<file path="config.mk">
export PLATFORM = sky130hd
export DESIGN_NAME = voice_slot_arbiter
export DESIGN_NICKNAME = d
export VERILOG_FILES = /design/src/rtl/voice_slot_arbiter.sv
export SDC_FILE = /design/constraint.sdc
export NUM_CORES = 1
export LEC_CHECK = 0
export BUFFER_PORTS_ARGS = -buffer_cell sky130_fd_sc_hd__buf_2
export CORE_AREA = 2 2 97 99
export CTS_CLUSTER_DIAMETER = 40
export DETAILED_ROUTE_END_ITERATION = 8
export DIE_AREA = 0 0 99 101
export SYNTH_ARGS = -nofsm -noshare
export SYNTH_HDL_FRONTEND = slang
export SYNTH_SLANG_ARGS = --single-unit
export TNS_END_PERCENT = 20
</file>
<file path="constraint.sdc">
create_clock -name CLK -period 3.8 [get_ports CLK]
set_input_delay 0.95 -clock CLK [delete_from_list [all_inputs] [get_ports CLK]]
set_output_delay 0.95 -clock CLK [all_outputs]
set_load 0.005 [all_outputs]
</file>
<file path="src/rtl/voice_slot_arbiter.sv">
// voice_slot_arbiter: shares NUM_VOICES voice slots between the keyboard and
// sequencer note-event streams. Requesters are served round-robin. Each event
// is handled by a serial slot scan followed by a single commit cycle.
// Optional build macro VOICE_STEAL_EN: when it is defined, a note-on that
// arrives with every slot occupied takes over the least-recently-used slot.
// When it is not defined, that note-on is dropped.
module voice_slot_arbiter #(
  parameter int unsigned NUM_VOICES = 4,
  parameter int unsigned AGE_W      = 4
) (
  input  logic                    CLK,
  input  logic                    RESET,
  input  logic                    kb_valid,
  output logic                    kb_ready,
  input  logic                    kb_on,
  input  logic [7:0]              kb_code,
  input  logic                    sq_valid,
  output logic                    sq_ready,
  input  logic                    sq_on,
  input  logic [7:0]              sq_code,
  output logic [8*NUM_VOICES-1:0] voice_word,
  output logic [NUM_VOICES-1:0]   active_mask,
  output logic                    steal_pulse,
  output logic                    busy
);

  localparam int unsigned IDX_W = (NUM_VOICES > 1) ? $clog2(NUM_VOICES) : 1;
  localparam logic [IDX_W-1:0] LAST_IDX = IDX_W'(NUM_VOICES - 1);

  typedef enum logic [1:0] {IDLE, SCAN, COMMIT} state_t;

  state_t            state, state_nxt;
  logic [7:0]        slot_code [NUM_VOICES];
  logic [AGE_W-1:0]  age       [NUM_VOICES];
  logic              last_grant_sq;
  logic              ev_on;
  logic [7:0]        ev_code;
  logic [IDX_W-1:0]  idx;
  logic              match_found, free_found;
  logic [IDX_W-1:0]  match_idx, free_idx, max_idx;
  logic [AGE_W-1:0]  max_age;

  logic              hs_kb, hs_sq;
  logic              alloc, retrig, release_slot;
  logic [IDX_W-1:0]  alloc_idx;

  // Next-state, arbitration (ready/grant) and commit decode
  always_comb begin
    state_nxt    = state;
    kb_ready     = 1'b0;
    sq_ready     = 1'b0;
    hs_kb        = 1'b0;
    hs_sq        = 1'b0;
    alloc        = 1'b0;
    retrig       = 1'b0;
    release_slot = 1'b0;
    alloc_idx    = free_found ? free_idx : max_idx;
    steal_pulse  = 1'b0;
    busy         = (state != IDLE);
    case (state)
      IDLE: begin
        if (!RESET) begin
          if (kb_valid && (!sq_valid || last_grant_sq))
            kb_ready = 1'b1;
          else if (sq_valid)
            sq_ready = 1'b1;
        end
        hs_kb = kb_valid && kb_ready;
        hs_sq = sq_valid && sq_ready;
        if (hs_kb || hs_sq)
          state_nxt = SCAN;
      end
      SCAN: begin
        if (idx == LAST_IDX)
          state_nxt = COMMIT;
      end
      COMMIT: begin
        state_nxt = IDLE;
        if (ev_code != 8'h00) begin
          if (ev_on) begin
            retrig = match_found;
`ifdef VOICE_STEAL_EN
            alloc       = !match_found;
            steal_pulse = !match_found && !free_found;
`else
            alloc       = !match_found && free_found;
            steal_pulse = 1'b0;
`endif
          end else begin
            release_slot = match_found;
          end
        end
      end
      default: state_nxt = IDLE;
    endcase
  end

  // FSM state register
  always_ff @(posedge CLK or posedge RESET) begin
    if (RESET) state <= IDLE;
    else       state <= state_nxt;
  end

  // Event latch, slot scan bookkeeping and slot/age update at commit
  always_ff @(posedge CLK or posedge RESET) begin
    if (RESET) begin
      last_grant_sq <= 1'b1;
      ev_on         <= 1'b0;
      ev_code       <= '0;
      idx           <= '0;
      match_found   <= 1'b0;
      free_found    <= 1'b0;
      match_idx     <= '0;
      free_idx      <= '0;
      max_idx       <= '0;
      max_age       <= '0;
      for (int unsigned i = 0; i < NUM_VOICES; i++) begin
        slot_code[i] <= '0;
        age[i]       <= '0;
      end
    end else begin
      if (hs_kb || hs_sq) begin
        ev_on         <= hs_kb ? kb_on : sq_on;
        ev_code       <= hs_kb ? kb_code : sq_code;
        last_grant_sq <= hs_sq;
        idx           <= '0;
        match_found   <= 1'b0;
        free_found    <= 1'b0;
      end
      if (state == SCAN) begin
        if (!match_found && slot_code[idx] == ev_code) begin
          match_found <= 1'b1;
          match_idx   <= idx;
        end
        if (!free_found && slot_code[idx] == 8'h00) begin
          free_found <= 1'b1;
          free_idx   <= idx;
        end
        // strict '>' keeps the lowest index on equal ages
        if (idx == '0 || age[idx] > max_age) begin
          max_idx <= idx;
          max_age <= age[idx];
        end
        idx <= (idx == LAST_IDX) ? '0 : idx + 1'b1;
      end
      for (int unsigned i = 0; i < NUM_VOICES; i++) begin
        if (alloc) begin
          if (IDX_W'(i) == alloc_idx) begin
            slot_code[i] <= ev_code;
            age[i]       <= '0;
          end else if (slot_code[i] != 8'h00 && age[i] != '1) begin
            age[i] <= age[i] + 1'b1;
          end
        end
        if (retrig && IDX_W'(i) == match_idx)
          age[i] <= '0;
        if (release_slot && IDX_W'(i) == match_idx) begin
          slot_code[i] <= '0;
          age[i]       <= '0;
        end
      end
    end
  end

  // Pack slot codes into the tone-generator word and derive occupancy
  always_comb begin
    voice_word  = '0;
    active_mask = '0;
    for (int unsigned i = 0; i < NUM_VOICES; i++) begin
      voice_word[8*i +: 8] = slot_code[i];
      active_mask[i]       = (slot_code[i] != 8'h00);
    end
  end

endmodule
</file>
==> results of run 1 <==
-- power by group --
group / switching (mW) / internal (mW)
logic: 0.720 / 0.643
registers: 0.366 / 1.01
clock network: 0.281 / 0.269
-- worst max-delay path: stages --
cell                      delay (ns)
sky130_fd_sc_hd__buf_2          0.11
sky130_fd_sc_hd__nor3_1         0.23
sky130_fd_sc_hd__nand3_1        0.38
sky130_fd_sc_hd__inv_1          0.16
sky130_fd_sc_hd__buf_2          0.13
-- flip-flops by register name, summed over array words and instances, names as in the netlist --
register,count
idx,2
state,2
match_found,1
ev_code,8
voice_word,32
free_idx,2
max_age,4
ev_on,1
free_found,1
last_grant_sq,1
match_idx,2
max_idx,2
age,16
-- layout by cell type (no fill, tap or decap), types with 4 or more instances in the layout --
cell | synthesis | layout
sky130_fd_sc_hd__dfrtp_1 | 73 | 73
sky130_fd_sc_hd__buf_2 | 5 | 60
sky130_fd_sc_hd__nor2_1 | 28 | 28
sky130_fd_sc_hd__inv_1 | 27 | 26
sky130_fd_sc_hd__nand2_1 | 25 | 25
sky130_fd_sc_hd__a22o_1 | 24 | 24
sky130_fd_sc_hd__nand3_1 | 22 | 22
sky130_fd_sc_hd__o21ai_1 | 17 | 17
sky130_fd_sc_hd__mux4_2 | 11 | 11
sky130_fd_sc_hd__clkbuf_8 | 0 | 11
sky130_fd_sc_hd__a21oi_1 | 10 | 10
sky130_fd_sc_hd__o22ai_1 | 10 | 10
sky130_fd_sc_hd__ha_1 | 10 | 10
sky130_fd_sc_hd__nor4_1 | 8 | 8
sky130_fd_sc_hd__nor3_1 | 8 | 8
sky130_fd_sc_hd__o21ai_0 | 7 | 7
sky130_fd_sc_hd__mux2i_1 | 7 | 7
sky130_fd_sc_hd__xnor2_1 | 7 | 7
sky130_fd_sc_hd__xor2_1 | 6 | 6
sky130_fd_sc_hd__nand2b_1 | 5 | 5
sky130_fd_sc_hd__mux2_2 | 5 | 5
sky130_fd_sc_hd__buf_4 | 1 | 5
sky130_fd_sc_hd__nor2b_1 | 4 | 4
sky130_fd_sc_hd__o31ai_1 | 4 | 4
sky130_fd_sc_hd__and2_1 | 4 | 4
-- cells by family after synthesis --
logic type	Yosys count	share of synthesized area (%)
adder cells (fa/ha/maj)	10	3.18
flip-flops	74	47.0
XOR/XNOR	13	2.89
AO/OA/AOI/OAI	86	15.0
other	1	0.0952
AND/OR/NAND/NOR	124	16.3
multiplexers	25	10.1
buffers and inverters	50	5.40
-- metal layers --
metal	GRT usage [%]	up-vias	part of all wire (%)
li1	-	1491	-
met1	30.0	1546	47
met2	31.1	91	46
met3	3.95	18	4.7
met4	8.22	0	2.3
met5	0	-	0
-- per-stage QoR --
step / cell area [um2] / total power, mW / utilization (%) / instances / setup slack (ns)
2_1_floorplan: 3940 / 2.23 / - / 383 / 0.845
3_3_place_gp: 4310 / 2.73 / 48.0 / 537 / 0.956
3_5_place_dp: 4310 / 2.75 / 48.0 / 537 / 0.892
4_1_cts: 4480 / 3.30 / 49.9 / 552 / 0.889
5_1_grt: 4480 / 3.52 / 49.9 / 552 / 0.786
6_report: 4480 / 3.29 / 49.9 / 552 / 0.894
-- cells in the mapped netlist (all sizes together), types with 2 or more instances --
| library cell | count |
|---|---|
| nor4 | 11 |
| o31ai | 4 |
| o21ai | 24 |
| or2 | 2 |
| nand3b | 3 |
| a21oi | 12 |
| dfrtp | 73 |
| mux2 | 7 |
| o32ai | 2 |
| inv | 28 |
| nand2 | 25 |
| nor2b | 4 |
| o22ai | 10 |
| buf | 9 |
| o21a | 3 |
| mux4 | 11 |
| nand3 | 22 |
| nor2 | 29 |
| a22o | 24 |
| ha | 10 |
| nor3b | 2 |
| nor3 | 8 |
| mux2i | 7 |
| nand4 | 3 |
| and4b | 2 |
| clkbuf | 13 |
| xor2 | 6 |
| a32oi | 3 |
| xnor2 | 7 |
| nand2b | 5 |
| and2 | 4 |
-- worst paths after layout --
check,cells past startpoint,slack [ns],to
max in group asynchronous,3,2.30,match_idx[0]$_DFFE_PP0P_
worst max-delay path,5,0.89,kb_ready
worst min-delay path,2,0.47,last_grant_sq$_DFFE_PP1P_
worst min register to register,2,0.47,last_grant_sq$_DFFE_PP1P_
min in group asynchronous,3,0.86,state[0]$_DFFE_PP0P_
worst max register to register,8,1.06,max_age[2]$_DFFE_PP0P_
-- layout make-up --
class | count | area (um2)
clock buffers | 13 | 159
clock inverters | 2 | 12.5
fillers | 844 | 4500
inverters | 28 | 105
multi-input cells | 259 | 1870
flip-flops and latches | 74 | 1850
well taps | 111 | 139
repair buffers | 65 | 338
==> reports/qor_table.md, run 1 <==
| Result | Value |
|---|---|
| Routed length per placed instance | 18.0 um |
| Wire length after detailed routing | 9940 um |
| Worst-skew pair later-pin latency | 0.35 ns |
| Run status | completed |
| RSZ-0062 raised after global routing | no |
| Clock Skew | 0.0134 ns |
| Final setup fails | 0 |
| Number of synthesized register bits | 74 |
| Maximum clock insertion buffer count | 2 |
| Pre-Repair DR Iteration Count | 4 |
| Most used flip-flop cell after synthesis | sky130_fd_sc_hd__dfrtp_1 |
| Worst hold margin | 0.470 ns |
| Start point of the worst hold path | last_grant_sq$_DFFE_PP1P_ |
| Data required time of the critical path | 2.85 ns |
| Max-slew violation count | 0 |
| Async SR Flop Fraction | 100% |
| Launching element of the worst setup path | RESET |
| Initial cell density of the core | 43.9% |
| Hold Path Class | reg2reg |
| Cell type contributing the most total cell area after synthesis | sky130_fd_sc_hd__dfrtp_1 |
| H-tree depth | 3 |
| # diodes | 0 |
| Y dimension of the die | 101 um |
| Fraction of the cycle the final worst path needs | 76.5% |
| Routability congestion estimate | 0.841 |
| Area of the core | 0.00898 mm2 |
| Net Count, Synth | 415 |
| Post-synthesis instance area | 0.00394 mm2 |
| Worst reg2reg startpoint | idx[1]$_DFFE_PP0P_ |
| Largest net degree at the start of global routing | 75 |
| Ys Warns | 0 |
| Remaining Overflow, GRT | 0 |
| Power density over the cells | 734 mW/mm2 |
| Maximum clock rate | 344 MHz |
| Number of placed I/O pins | 62 |
| Average size of a mapped cell | 10.3 um2 |
| Total of buffers placed on input and output ports | 60 |
| Root Buffer | sky130_fd_sc_hd__clkbuf_8 |
| Layout net count | 469 |
| Area growth, synth to finish | 13.7% |
| DPL Wire Length | 7370 um |
| Worst EP arrival | 1.96 ns |
| Number of hold violations in the final report | 0 |
| CTS clock-pin slew for the worst setup and hold paths | 0.07 ns |
| Critical path type | in2out |
| Ratio of cells with drive above 1 in the final layout | 23.8% |
| CTS sink cnt | 74 |
| CTS hold repair buffers | 0 |
| Vias in the first global route | 3,029 |
| Maximum VDD drop | 0.312 mV |
| First-pass GRT wire length | 15,900 um |
| Least-Margin Pin Slew | 0.968 ns |
| Die outline area | 0.0100 mm2 |
| Share of the yosys chip area belonging to registers | 47.0% |
| Die Span X | 99 um |
| Count of standard-cell rows | 35 |
| Period minus WS final | 2.91 ns |
| DRC violations left | 0 |
| Fin Setup TNS | 0 ns |
| Worst-path maximum fanout | 12 |
| DRC marker count from the first detailed-route iteration | 174 |
| Number of nets still failing antenna checks after routing | 0 |
| TritonCTS buffer count | 9 |
| Fraction of synthesized cell area taken by the top area cell type | 46.4% |
| Number of cells upsized or downsized after cts | 0 |
| Kind of capture point of the worst setup path | output port |
| CTS tree | built |
| Number of vias after detailed routing | 3,146 |
| Synthesized netlist cell count | 383 |
| Static leakage | 2.13 nW |
| Number of buffers inserted to repair setup after CTS | 0 |
| Antenna violations before repair | 0 |
| Unique cell type count in the Yosys netlist | 51 |
| Cells taking the most area after synthesis | sky130_fd_sc_hd__dfrtp_1 46%, sky130_fd_sc_hd__mux4_2 6.3%, sky130_fd_sc_hd__a22o_1 5.3% |
| Via-to-Cell Ratio | 5.70 |
| Number of flops mapped to enable cells by yosys | 0 |
| Count of maximum capacitance violations | 0 |
| Critical path launch point type | input pin |
| Aggregate global-route resource usage | 20.8% |
| Worst rel slew slack | 34.9% |
No activity file was read; power rests on OpenSTA's default activity.
==> run 2: changes to the inputs <==
--- a/config.mk
+++ b/config.mk
@@ -10,6 +10,7 @@
 export CTS_CLUSTER_DIAMETER = 40
 export DETAILED_ROUTE_END_ITERATION = 8
 export DIE_AREA = 0 0 99 101
+export PLACE_DENSITY = 0.67
 export SYNTH_ARGS = -nofsm -noshare
 export SYNTH_HDL_FRONTEND = slang
 export SYNTH_SLANG_ARGS = --single-unit
==> constraint.sdc (replaced) <==
create_clock -name CLK -period 2.4 [get_ports CLK]
set_input_delay 0.6 -clock CLK [delete_from_list [all_inputs] [get_ports CLK]]
set_output_delay 0.6 -clock CLK [all_outputs]
set_load 0.005 [all_outputs]
==> run 2 against run 1 <==
Against the previous run: worst hold slack got worse by 0.14 ns; the flow now finishes with violations (negative setup slack); die area unchanged; cell count up 5.3%; largest cell class unchanged; global-route usage grew 0.74 points; setup slack worse by 0.94 ns; critical path type is now reg2reg; highest routed layer unchanged; clock skew hardly changed; clock-buffer cell count down 2.
==> reports/qor_table.md, run 2 (synthesized netlist as in run 1, its figures left out) <==
| Result | Value |
|---|---|
| Kind of capture point of the worst setup path | register |
| Commonest cells after routing, fill and taps aside | 72 x sky130_fd_sc_hd__dfrtp_1, 60 x sky130_fd_sc_hd__buf_2, 29 x sky130_fd_sc_hd__buf_4 |
| First-pass GRT wire length | 16,600 um |
| # diodes | 0 |
| Layout net count | 497 |
| Initial cell density of the core | 43.9% |
| Area of the core | 0.00898 mm2 |
| Number of hold violations in the final report | 0 |
| Max incr delay on CP | 0.55 ns |
| Hold Path Class | in2async |
| Remaining Overflow, GRT | 0 |
| Worst-path maximum fanout | 6 |
| Critical path type | reg2reg |
| Run status | finished, violations left |
| Clock Skew | 0.0131 ns |
| Ratio of cells with drive above 1 in the final layout | 30.0% |
| Largest net degree at the start of global routing | 39 |
| CTS sink cnt | 74 |
| Routed length per placed instance | 17.9 um |
| Vias in the first global route | 3,296 |
| Area growth, synth to finish | 22.0% |
| Count of maximum capacitance violations | 0 |
| Power density over the cells | 1170 mW/mm2 |
| Worst-skew pair later-pin latency | 0.35 ns |
| Y dimension of the die | 101 um |
| Critical path launch point type | register |
| Fill cell instance count of the final layout | 804 |
| CTS clock-pin slew for the worst setup and hold paths | 0.08 ns |
| Fin Setup TNS | -0.200 ns |
| Worst rel slew slack | 58.4% |
| Pre-Repair DR Iteration Count | 4 |
| Fraction of the cycle the final worst path needs | 102% |
| Cells along the critical path | mux4_2 > inv_1 > ha_1 > nor2b_4 > o21a_1 > o21a_1 > o21ai_2 > a21oi_4 > buf_12 > mux2_4 |
| Root Buffer | sky130_fd_sc_hd__clkbuf_8 |
| Aggregate global-route resource usage | 21.6% |
| DRC marker count from the first detailed-route iteration | 155 |
| Slowest CP cell | sky130_fd_sc_hd__mux4_2 |
| Data required time of the critical path | 2.64 ns |
| Routability congestion estimate | 0.833 |
| DPL Wire Length | 7910 um |
| H-tree depth | 3 |
| Number of vias after detailed routing | 3,332 |
| Maximum clock insertion buffer count | 2 |
| Final setup fails | 5 |
| RSZ-0062 raised after global routing | yes |
| Wire length after detailed routing | 10,400 um |
| Max FFs per register | 32 |
| Total of buffers placed on input and output ports | 60 |
| Final setup slack of the worst path | -0.0482 ns |
| Die Span X | 99 um |
| DRC violations left | 0 |
| Static leakage | 2.29 nW |
| Max-slew violation count | 0 |
| Via-to-Cell Ratio | 5.73 |
| Worst hold margin | 0.331 ns |
| Number of nets still failing antenna checks after routing | 0 |
| Maximum VDD drop | 0.470 mV |
| Antenna violations before repair | 0 |
| Failing checks | negative setup slack |
| Die outline area | 0.0100 mm2 |
| Count of standard-cell rows | 35 |
| Maximum clock rate | 408 MHz |
| Period minus WS final | 2.45 ns |
| Most frequent cell on the critical path | sky130_fd_sc_hd__o21a_1 |
| Least-Margin Pin Slew | 0.622 ns |
| Most frequent standard cell in the layout excluding fill and tap cells | sky130_fd_sc_hd__dfrtp_1 |
| TritonCTS buffer count | 9 |
| Number of placed I/O pins | 62 |
| Worst EP arrival | 2.69 ns |
| CTS tree | built |
[run 2: layout make-up]
class                   count  area [um2]  area share [%]
multi-input cells         259        1940            40.4
repair buffers             93         581            12.1
flip-flops and latches     74        1850            38.6
clock buffers              11         141            2.94
well taps                 111         139            2.89
inverters                  28         109            2.27
clock inverters             5        40.0           0.834
[run 2: metal layers]
metal,vias to the layer above,part of all wire (%),GRT usage [%]
li1,1548,-,-
met1,1651,43,28.6
met2,109,48,34.9
met3,24,5.8,3.95
met4,0,2.6,9.38
met5,-,0,0
[run 2: stage by stage]
step           setup WS [ns]  area [um2]  utilization, %  power, mW  cells
2_1_floorplan         -0.152        4010               -       3.65    383
3_3_place_gp          0.0509        4570            50.9       4.55    563
3_5_place_dp         -0.0257        4570            50.9       4.62    563
4_1_cts              -0.0427        4770            53.1       5.54    580
5_1_grt               -0.120        4800            53.5       6.01    581
6_report             -0.0482        4800            53.5       5.60    581
[run 2: worst max-delay path: cells and delay by family (launching register included)]
family          cells  cell delay, ns
flops               1            0.46
fa+ha+maj           1            0.19
buf+inv             2            0.24
mux                 2            0.85
compound gates      4            0.56
simple gates        1            0.05
[run 2: repair_timing]
action                                  4_1_cts  5_1_grt
resized for setup                             1        4
hold buffers                                  0        0
hold endpoints to repair                      0        0
setup buffers                                 1        1
endpoints found under the setup margin        5        8
pin swaps                                     1        2
[run 2: final timing paths]
check / slack (ns) / to / start / cells past startpoint
setup / recovery: -0.05 / max_age[2]$_DFFE_PP0P_ / idx[0]$_DFFE_PP0P_ / 10
hold / removal: 0.33 / state[0]$_DFFE_PP0P_ / RESET / 2
setup reg to reg: -0.05 / max_age[2]$_DFFE_PP0P_ / idx[0]$_DFFE_PP0P_ / 10
hold reg to reg: 0.47 / last_grant_sq$_DFFE_PP1P_ / last_grant_sq$_DFFE_PP1P_ / 2
max in group asynchronous: 1.47 / voice_word[21]$_DFFE_PP0P_ / RESET / 3
min in group CLK: 0.47 / last_grant_sq$_DFFE_PP1P_ / last_grant_sq$_DFFE_PP1P_ / 2
[run 2: power breakdown]
part | leakage (nW) | internal (mW) | switching [mW]
registers | 0.979 | 1.60 | 0.395
logic | 1.23 | 1.33 | 1.38
clock network | 0.0818 | 0.407 | 0.484
